[src/rtl/spart_ctrl_pkg.sv]
// Shared encodings and widths for the SPART 16-bit word transfer controller.
package spart_ctrl_pkg;

  localparam int unsigned STATE_W = 3;
  localparam int unsigned BYTE_W  = 8;
  localparam int unsigned WORD_W  = 16;
  localparam int unsigned WDOG_W  = 16;

  localparam logic [STATE_W-1:0] ST_IDLE    = 3'd0;
  localparam logic [STATE_W-1:0] ST_TX0     = 3'd1;
  localparam logic [STATE_W-1:0] ST_TX0_GAP = 3'd2;
  localparam logic [STATE_W-1:0] ST_TX1     = 3'd3;
  localparam logic [STATE_W-1:0] ST_RX0     = 3'd4;
  localparam logic [STATE_W-1:0] ST_RX0_GAP = 3'd5;
  localparam logic [STATE_W-1:0] ST_RX1     = 3'd6;
  localparam logic [STATE_W-1:0] ST_DONE    = 3'd7;

  typedef enum logic [STATE_W-1:0] {
    S_IDLE    = ST_IDLE,
    S_TX0     = ST_TX0,
    S_TX0_GAP = ST_TX0_GAP,
    S_TX1     = ST_TX1,
    S_RX0     = ST_RX0,
    S_RX0_GAP = ST_RX0_GAP,
    S_RX1     = ST_RX1,
    S_DONE    = ST_DONE
  } state_e;

  localparam logic IORW_READ  = 1'b1;
  localparam logic IORW_WRITE = 1'b0;

endpackage

[src/rtl/spart_word_ctrl_if.sv]
// MEM-stage / SPART side signals of the word transfer controller.
interface spart_word_ctrl_if;
  import spart_ctrl_pkg::*;

  logic              tx_req;
  logic              rx_req;
  logic [WORD_W-1:0] tx_data;
  logic              tbr;
  logic              rda;
  logic [BYTE_W-1:0] rx_byte;
  logic              stall;
  logic              byte_sel;
  logic              iocs;
  logic              iorw;
  logic [WORD_W-1:0] tx_word;
  logic [WORD_W-1:0] rx_word;
  logic              done;
  logic              err;

  modport master (
    output tx_req, rx_req, tx_data, tbr, rda, rx_byte,
    input  stall, byte_sel, iocs, iorw, tx_word, rx_word, done, err
  );

  modport slave (
    input  tx_req, rx_req, tx_data, tbr, rda, rx_byte,
    output stall, byte_sel, iocs, iorw, tx_word, rx_word, done, err
  );
endinterface

[src/rtl/spart_wdog.sv]
// Saturating wait-cycle counter; expired flags the last allowed cycle (limit 0 = never).
module spart_wdog
  import spart_ctrl_pkg::*;
(
  input  logic              clk,
  input  logic              rst_n,
  input  logic              clr_i,
  input  logic              en_i,
  input  logic [WDOG_W-1:0] limit_i,
  output logic              expired_o
);

  logic [WDOG_W-1:0] cnt_q, cnt_d;

  always_comb begin
    cnt_d = cnt_q;
    if (clr_i) begin
      cnt_d = '0;
    end else if (en_i && (cnt_q != '1)) begin
      cnt_d = cnt_q + WDOG_W'(1);
    end
  end

  always_ff @(posedge clk or negedge rst_n) begin
    if (!rst_n) begin
      cnt_q <= '0;
    end else begin
      cnt_q <= cnt_d;
    end
  end

  assign expired_o = (limit_i != '0) && (cnt_q == (limit_i - WDOG_W'(1)));

endmodule

[src/rtl/spart_word_ctrl.sv]
// Splits MEM-stage 16-bit SPART transfers into two byte strobes, stalling the
// pipeline until the word completes or the watchdog aborts it.
module spart_word_ctrl
  import spart_ctrl_pkg::*;
#(
  parameter bit                HI_FIRST = 1'b1,
  parameter logic [WDOG_W-1:0] TIMEOUT  = 16'd0
) (
  input logic               clk,
  input logic               rst_n,
  spart_word_ctrl_if.slave  bus
);

  state_e            state_q, state_d;
  logic [WORD_W-1:0] tx_word_q, tx_word_d;
  logic [WORD_W-1:0] rx_word_q, rx_word_d;
  logic              err_q, err_d;
  logic              stall_c, iocs_c, iorw_c, byte_sel_c;
  logic              wd_active, wd_expired;

  spart_wdog u_wdog (
    .clk       (clk),
    .rst_n     (rst_n),
    .clr_i     (!wd_active),
    .en_i      (wd_active),
    .limit_i   (TIMEOUT),
    .expired_o (wd_expired)
  );

  // Next state, strobes and data capture; strobes are same-cycle with the SPART flags.
  always_comb begin
    state_d    = state_q;
    tx_word_d  = tx_word_q;
    rx_word_d  = rx_word_q;
    err_d      = err_q;
    stall_c    = 1'b0;
    iocs_c     = 1'b0;
    iorw_c     = IORW_WRITE;
    byte_sel_c = HI_FIRST;
    wd_active  = 1'b0;
    unique case (state_q)
      S_IDLE: begin
        if (bus.tx_req || bus.rx_req) begin
          stall_c   = 1'b1;
          tx_word_d = bus.tx_data;
          err_d     = 1'b0;
          state_d   = bus.tx_req ? S_TX0 : S_RX0;
        end
      end
      S_TX0, S_TX1: begin
        stall_c   = 1'b1;
        wd_active = 1'b1;
        if (bus.tbr) begin
          iocs_c     = 1'b1;
          byte_sel_c = (state_q == S_TX0) ? HI_FIRST : !HI_FIRST;
          state_d    = (state_q == S_TX0) ? S_TX0_GAP : S_DONE;
        end else if (wd_expired) begin
          err_d   = 1'b1;
          state_d = S_DONE;
        end
      end
      S_RX0, S_RX1: begin
        stall_c   = 1'b1;
        wd_active = 1'b1;
        if (bus.rda) begin
          iocs_c = 1'b1;
          iorw_c = IORW_READ;
          // First RX byte lands in the half selected by HI_FIRST.
          if ((state_q == S_RX0) == HI_FIRST) begin
            rx_word_d[WORD_W-1:BYTE_W] = bus.rx_byte;
          end else begin
            rx_word_d[BYTE_W-1:0] = bus.rx_byte;
          end
          state_d = (state_q == S_RX0) ? S_RX0_GAP : S_DONE;
        end else if (wd_expired) begin
          err_d   = 1'b1;
          state_d = S_DONE;
        end
      end
      S_TX0_GAP: begin
        stall_c = 1'b1;
        state_d = S_TX1;
      end
      S_RX0_GAP: begin
        stall_c = 1'b1;
        state_d = S_RX1;
      end
      S_DONE: begin
        state_d = S_IDLE;
      end
      default: begin
        state_d = S_IDLE;
      end
    endcase
  end

  always_ff @(posedge clk or negedge rst_n) begin
    if (!rst_n) begin
      state_q   <= S_IDLE;
      tx_word_q <= '0;
      rx_word_q <= '0;
      err_q     <= 1'b0;
    end else begin
      state_q   <= state_d;
      tx_word_q <= tx_word_d;
      rx_word_q <= rx_word_d;
      err_q     <= err_d;
    end
  end

  // Reset forces stall low even if the pipeline still presents a request.
  assign bus.stall    = stall_c && rst_n;
  assign bus.iocs     = iocs_c;
  assign bus.iorw     = iorw_c;
  assign bus.byte_sel = byte_sel_c;
  assign bus.tx_word  = tx_word_q;
  assign bus.rx_word  = rx_word_q;
  assign bus.done     = (state_q == S_DONE);
  assign bus.err      = err_q;

endmodule

[src/flat_wrapper.sv]
// flat-port wrapper written by rule: the top's interface ports become plain ports
module spart_word_ctrl_flat import spart_ctrl_pkg::*;
#(
  parameter bit                HI_FIRST = 1'b1,
  parameter logic [WDOG_W-1:0] TIMEOUT  = 16'd0
)
  (clk, rst_n, bus_tx_req, bus_rx_req, bus_tx_data, bus_tbr, bus_rda, bus_rx_byte, bus_stall, bus_byte_sel, bus_iocs, bus_iorw, bus_tx_word, bus_rx_word, bus_done, bus_err);
  spart_word_ctrl_if bus_i ();
  input logic clk;
  input logic rst_n;
  input wire logic [$bits(bus_i.tx_req)-1:0] bus_tx_req;
  input wire logic [$bits(bus_i.rx_req)-1:0] bus_rx_req;
  input wire logic [$bits(bus_i.tx_data)-1:0] bus_tx_data;
  input wire logic [$bits(bus_i.tbr)-1:0] bus_tbr;
  input wire logic [$bits(bus_i.rda)-1:0] bus_rda;
  input wire logic [$bits(bus_i.rx_byte)-1:0] bus_rx_byte;
  output wire logic [$bits(bus_i.stall)-1:0] bus_stall;
  output wire logic [$bits(bus_i.byte_sel)-1:0] bus_byte_sel;
  output wire logic [$bits(bus_i.iocs)-1:0] bus_iocs;
  output wire logic [$bits(bus_i.iorw)-1:0] bus_iorw;
  output wire logic [$bits(bus_i.tx_word)-1:0] bus_tx_word;
  output wire logic [$bits(bus_i.rx_word)-1:0] bus_rx_word;
  output wire logic [$bits(bus_i.done)-1:0] bus_done;
  output wire logic [$bits(bus_i.err)-1:0] bus_err;
  assign bus_i.tx_req = bus_tx_req;
  assign bus_i.rx_req = bus_rx_req;
  assign bus_i.tx_data = bus_tx_data;
  assign bus_i.tbr = bus_tbr;
  assign bus_i.rda = bus_rda;
  assign bus_i.rx_byte = bus_rx_byte;
  assign bus_stall = bus_i.stall;
  assign bus_byte_sel = bus_i.byte_sel;
  assign bus_iocs = bus_i.iocs;
  assign bus_iorw = bus_i.iorw;
  assign bus_tx_word = bus_i.tx_word;
  assign bus_rx_word = bus_i.rx_word;
  assign bus_done = bus_i.done;
  assign bus_err = bus_i.err;
  spart_word_ctrl #(.HI_FIRST(HI_FIRST), .TIMEOUT(TIMEOUT)) u_core (.clk(clk), .rst_n(rst_n), .bus(bus_i));
endmodule
[config.mk]
export PLATFORM = sky130hd
export DESIGN_NAME = spart_word_ctrl_flat
export DESIGN_NICKNAME = d
export VERILOG_FILES = /design/src/rtl/spart_ctrl_pkg.sv /design/src/rtl/spart_word_ctrl_if.sv /design/src/rtl/spart_wdog.sv /design/src/rtl/spart_word_ctrl.sv /design/src/flat_wrapper.sv
export SDC_FILE = /design/constraint.sdc
export NUM_CORES = 1
export LEC_CHECK = 0
export BUFFER_PORTS_ARGS = -buffer_cell sky130_fd_sc_hd__buf_2
export CORE_MARGIN = 2
export CORE_UTILIZATION = 39
export DETAILED_ROUTE_END_ITERATION = 8
export PLACE_DENSITY_LB_ADDON = 0.15
export SETUP_SLACK_MARGIN = 0.2
export SYNTH_ARGS = -nofsm -noshare
export SYNTH_HDL_FRONTEND = slang
export SYNTH_HIERARCHICAL = 1
export SYNTH_SLANG_ARGS = --single-unit
[constraint.sdc]
create_clock -name clk -period 3.6 [get_ports clk]
set_input_delay 1.08 -clock clk [delete_from_list [all_inputs] [get_ports clk]]
set_output_delay 1.08 -clock clk [all_outputs]
set_load 0.01 [all_outputs]
==> results.toml, run 1 <==
[clock_network]
post-cts-setup-buffers = 0
numClockSinks = 52
cts_tree = "built"
holdBufCountCts = 0
clockRootBuffer = "clkbuf_8"
cts-htree-levels = 2
clockBufferDepth = 2
cts_buffers = 5
cts_resized = 0
clkTransAtPathRegs_ns = 0.09
clk_latency_ns = 0.30

[critical_path]
cp_max_fo = 18
cp.required_ns = 2.52
slowest_stage = "ha_1"
cp.depth = 4
r2r_slack_ns = 0.88
r2r-start = "u_core/state_q[0]"
timing.rr.end = "u_core/u_wdog/cnt_q[11]"
worstSetupStartpointType = "flip-flop"
arrival_ns = 1.99
endpoint_kind = "primary output"
crit_end = "bus_iocs"
slowest_delay_ns = 0.69
crit_chain = "inv_1 -> ha_1 -> nor2_1 -> buf_2"
worstRegToRegCells = 9
crit_type = "flip-flop to primary output"
crit_family = "adder cells"
crit_path_start = "u_core/state_q[0]"
critPathBufInv = 2

[timing]
maxSlewViolCount = 0
fmax_ghz = 0.326
tightestPinTransition_ns = 0.898
finalHoldViolCount = 0
rsz0062_at_grt = "false"
finClkSkew_ns = 0.00941
max_slew_margin_pct = 40.0
hold_ws_ns = 0.508
period_share_pct = 85.2
period_needed_ns = 3.07
finalSetupViolations = 0
tns_ns = 0

[pwr]
leakagePower_nw = 1.78
ir_drop_mv = 0.440
power_density_mw_per_mm2 = 631
total_power_w = 0.00240

[synthesis]
synth_area_mm2 = 0.00307
ys_seq_elements = 52
syn_inst = 292
synth_cell_types = 55
synthArstFlopShare_pct = 100
yosys_warnings = 6
synth.avg_cell_area_um2 = 10.5
synth_edf_count = 0
synthFlopType = "dfrtp_1"
synth-seq-area-share_pct = 42.4

[floorplan]
die_area_mm2 = 0.00860
num_rows = 32
io_pins = 68
start_util_pct = 39.9
coreArea_mm2 = 0.00769
die_w_um = 92.7
die_y_um = 92.7

[worst_hold_path]
hold_path_depth = 1
worstHoldPathType = "flip-flop to flip-flop"

[grt]
grt_usage_pct = 15.5
antenna_found_initial = 0
grt_max_degree = 53
grt_first_pass_wirelength_mm = 10.8
grt_overflow = 0
grt_pass1_vias = 2342

[drt]
routedWlPerCell_um = 12.1
drc = 0
via_per_inst = 4.65
drt-initial-drc-count = 120
drtPass1Iterations = 4
detail-route-antenna-nets = 0
vias = 2423
routed_wl_mm = 6.29

[placed_design]
dp_hpwl_mm = 4.77
dp.cells = 514
gp_congestion = 0.773
io_buffer_count = 67
dpl-instance-area_mm2 = 0.00371

[finish]
layout-area-overhead-vs-synth_pct = 23.7
final_area_mm2 = 0.00380
fin_nets = 455
stdcell_count = 521
diodes = 0
drive_above_1_share_pct = 28.6

[status]
status = "finished, final reports clean"

[run]
maxCapViolations = 0
metrics by stage:
step                      utilization (%)  worst slack, ns
after floorplan                         -             1.06
after global placement               48.3            0.766
after detailed placement             48.3            0.727
after CTS                            49.4            0.507
after global routing                 49.4            0.368
final                                49.4            0.532
cells in the final DEF (no fill, tap or decap), types with 12 or more instances in the layout:
cell type,count
buf_2,67
conb_1,61
dfrtp_1,52
inv_1,12
mux2_2,22
nand2_1,12
nor2_1,30
nor3_1,16
xnor2_1,17
how the worst min path moves through the flow:
stage                           start                endpoint  slack [ns]
2_1_floorplan          u_core/bus.err          u_core/bus.err        0.54
3_3_place_gp   u_core/bus.rx_word[11]  u_core/bus.rx_word[11]        0.48
3_5_place_dp    u_core/bus.tx_word[1]   u_core/bus.tx_word[1]        0.49
4_1_cts         u_core/bus.tx_word[4]   u_core/bus.tx_word[4]        0.51
5_1_grt         u_core/bus.tx_word[4]   u_core/bus.tx_word[4]        0.53
6_report        u_core/bus.tx_word[4]   u_core/bus.tx_word[4]        0.51
flip-flops by register name, summed over array words and instances, names as in the netlist:
name                 cells
u_core/bus.err           1
u_core/bus.rx_word      16
u_core/bus.tx_word      16
u_core/state_q           3
u_core/u_wdog/cnt_q     16
Yosys cell counts, types with 2 or more instances:
master,instances,share of area (%)
xor2_1,10,2.9
o21ai_0,10,1.6
ha_1,6,2.4
or3_1,6,1.2
nor2b_1,3,0.61
nor4b_1,2,0.57
a211oi_1,3,0.73
nor3_1,16,2.6
o31ai_1,3,0.73
mux2i_1,5,1.6
nand4_1,6,1.2
nand3_1,8,1.3
mux2_4,10,4.9
and2_1,3,0.61
nand2_1,12,1.5
xnor2_1,17,4.9
mux2_2,22,8.1
dfrtp_1,52,42
inv_1,12,1.5
clkbuf_1,2,0.24
nor3b_1,7,1.7
buf_2,3,0.49
nor2_1,30,3.7
nand2b_1,3,0.61
a21oi_1,7,1.1
and3_1,2,0.41
a311oi_1,2,0.57
a311o_1,2,0.65
buf_1,2,0.24
cell families (layout without fill, tap and decap cells):
kind of cell	after synthesis	count (layout)	share of synthesized area [%]
and+or+nand+nor	110	110	20.8
DFF	52	52	42.4
AOI/OAI and AO/OA	39	39	8.85
muxes	37	37	14.6
xor gates and xnor gates	27	27	7.70
buffers and inverters	20	87	3.10
adders and majority gates	6	6	2.45
other	1	61	0.122
report_power, final:
part / total [W] / switching [W] / internal (W)
Clock: 0.000314 / 0.000182 / 0.000132
Sequential: 0.000962 / 0.000160 / 0.000802
Combinational: 0.00112 / 0.000566 / 0.000553
routing by layer:
layer  up-vias  GRT usage (%)  wire [um]
li1       1240              -          -
met1      1127           20.1       2810
met2        51           25.5       3000
met3         5           4.88        419
met4         0           3.68         66
met5         -              0          0
cell type report:
class,count,area (um2)
inverters,12,45.0
flip-flops and latches,52,1300
multi-input cells,280,1900
clock inverters,2,12.5
clock buffers,5,68.8
repair buffers,68,343
well taps,102,128
fillers,762,3890
Power figures use the tool's default switching activity.
==> inputs of run 2 (changes only) <==
- ABC_AREA: unset -> 1
==> run 2 against run 1 <==
Effect of this change: flip-flop and latch count is the same; sequential share of layout area decreased by 2.8 points; clock power increased by 11%; synthesized cell count grew 65%; core utilization is 1.3 points lower; area after synthesis up 11%; power increased by 4.4%; register-to-register slack gained 0.61 ns; largest cell class unchanged; wire length grew 23%; worst hold slack got worse by 0.032 ns; global-route usage increased by 1.3 points; non-clock buffer count increased by 1; largest power group unchanged.
==> results.toml, run 2 <==
[finish]
drive_above_1_share_pct = 19.4
layout_commonest_cell = "nand2_1"
layout-area-overhead-vs-synth_pct = 20.8
diodes = 0
finish.utilization_pct = 48.0
fin_nets = 637
final_cell_mix = "nand2_1, inv_1, buf_2"
fillers = 876

[clock_network]
clkTransAtPathRegs_ns = 0.09
cts-htree-levels = 2
cts_tree = "built"
clk_latency_ns = 0.30
numClockSinks = 52
post-cts-setup-buffers = 0
clockRootBuffer = "clkbuf_8"
holdBufCountCts = 0
clockBufferDepth = 2
cts_resized = 0
cts_buffers = 5

[pwr]
ir_drop_mv = 0.335
leakagePower_nw = 2.33
power_density_mw_per_mm2 = 606

[synthesis]
synth_edf_count = 0
yosysMostFrequentCell = "nand2_1"
synthFlopType = "dfrtp_1"
synth_area_mm2 = 0.00342
synthArstFlopShare_pct = 100
ys_seq_elements = 52
synth_common_cells = "nand2_1, inv_1, dfrtp_1"
syn_inst = 483
yosys_warnings = 6
synth-seq-area-share_pct = 38.1
synth_cell_types = 32
yosys-top-cells-area = "dfrtp_1, nand2_1, inv_1"
synth.avg_cell_area_um2 = 7.07
yosysTopAreaCell = "dfrtp_1"
synth_top_cell_area_share_pct = 38.1

[grt]
grt_max_degree = 53
grt_usage_pct = 16.8
grt_overflow = 0
antenna_found_initial = 0
grt_first_pass_wirelength_mm = 13.6
grt_pass1_vias = 3104

[floorplan]
die_w_um = 97.6
die_area_mm2 = 0.00952
start_util_pct = 39.7
io_pins = 68
coreArea_mm2 = 0.00859
num_rows = 34
die_y_um = 97.6

[drt]
drc = 0
routed_wl_mm = 7.72
drt-initial-drc-count = 152
via_per_inst = 4.53
detail-route-antenna-nets = 0
routedWlPerCell_um = 10.9
vias = 3215
drtPass1Iterations = 4

[critical_path]
arrival_ns = 1.80
worstSetupStartpointType = "input port"
cp_max_fo = 6
timing.rr.end = "u_core/u_wdog/cnt_q[7]"
cp.required_ns = 2.52
r2r-start = "u_core/state_q[0]"
endpoint_kind = "primary output"
worstRegToRegCells = 8
r2r_slack_ns = 1.49
crit_type = "input port to primary output"

[worst_hold_path]
worstHoldPathType = "flip-flop to flip-flop"
hold_path_depth = 2
hold_start = "u_core/bus.rx_word[6]"
holdPathEnd = "u_core/bus.rx_word[6]"

[placed_design]
gp_congestion = 0.834
dp_hpwl_mm = 6.00
io_buffer_count = 67

[timing]
rsz0062_at_grt = "false"
tns_ns = 0
tightestPinTransition_ns = 0.663
finalSetupViolations = 0
finalHoldViolCount = 0
period_share_pct = 80.1
period_needed_ns = 2.88
maxSlewViolCount = 0
fmax_ghz = 0.347
finClkSkew_ns = 0.00665
max_slew_margin_pct = 55.8

[run]
maxCapViolations = 0

[status]
status = "finished, final reports clean"
[run 2: cell count changes in the layout (fill, tap and decap cells not counted), moves of 7 or more]
cell and change:
conb_1 -11, inv_1 +59, mux2_2 -22, mux2_4 -10, nand2_1 +128, nand3_1 +31
nor2_1 +17, nor3_1 -8, nor3b_1 -7, o21ai_0 +15, o21ai_1 +7, o21ai_2 +12
xnor2_1 -13
[run 2: worst max-delay path by stage]
stage / to / start / cells past startpoint / slack, ns
CTS: bus_stall / bus_tx_req / 6 / 0.73
global route: bus_stall / bus_tx_req / 6 / 0.62
finish: bus_stall / bus_tx_req / 6 / 0.72
detailed placement: bus_stall / bus_tx_req / 6 / 0.72
floorplan: bus_stall / bus_tx_req / 4 / 1.00
global placement: bus_stall / bus_tx_req / 6 / 0.76
[run 2: cell families (layout without fill, tap and decap cells)]
kind of cell / Yosys count / in the layout / share of synthesized area, %
xor gates and xnor gates: 14 / 14 / 3.59
other: 1 / 50 / 0.110
and+or+nand+nor: 271 / 271 / 36.3
buffers and inverters: 84 / 154 / 9.96
adders and majority gates: 6 / 6 / 2.20
DFF: 52 / 52 / 38.1
AOI/OAI and AO/OA: 55 / 55 / 9.71
[run 2: layout make-up]
cell class / count / area, um2 / share of cell area (%)
multi-input cells: 396 / 1960 / 47.4
flip-flops and latches: 52 / 1300 / 31.5
repair buffers: 69 / 350 / 8.49
inverters: 77 / 289 / 7.00
well taps: 108 / 135 / 3.27
clock buffers: 7 / 86.3 / 2.09
clock inverters: 1 / 7.51 / 0.182
[run 2: per-layer routing]
metal / wire, um / GRT usage, % / vias up
met5: 0 / 0 / -
met4: 119 / 4.38 / 0
met3: 367 / 3.02 / 11
met2: 3450 / 27.7 / 72
met1: 3780 / 23.0 / 1418
li1: - / - / 1714
[run 2: critical path, cell delays in order]
cell and delay [ns]:
buf_2 0.11, inv_1 0.09, nand4_1 0.23, nand2_1 0.12, nor2_1 0.04, buf_2 0.14
[run 2: through the flow]
step | worst slack [ns] | hold slack [ns] | total power [W] | cell area [um2] | cells
after detailed placement | 0.723 | 0.457 | 0.00217 | 4030 | 702
after global routing | 0.619 | 0.495 | 0.00274 | 4130 | 710
after global placement | 0.763 | 0.451 | 0.00214 | 4030 | 702
after CTS | 0.727 | 0.483 | 0.00252 | 4130 | 710
final | 0.718 | 0.476 | 0.00250 | 4130 | 710
after floorplan | 1.00 | 0.509 | 0.00179 | 3600 | 532
[run 2: where the power goes]
group,internal [W],total [W],switching (W)
clock,0.000157,0.000349,0.000192
sequential,0.000776,0.000913,0.000137
combinational,0.000416,0.00124,0.000823
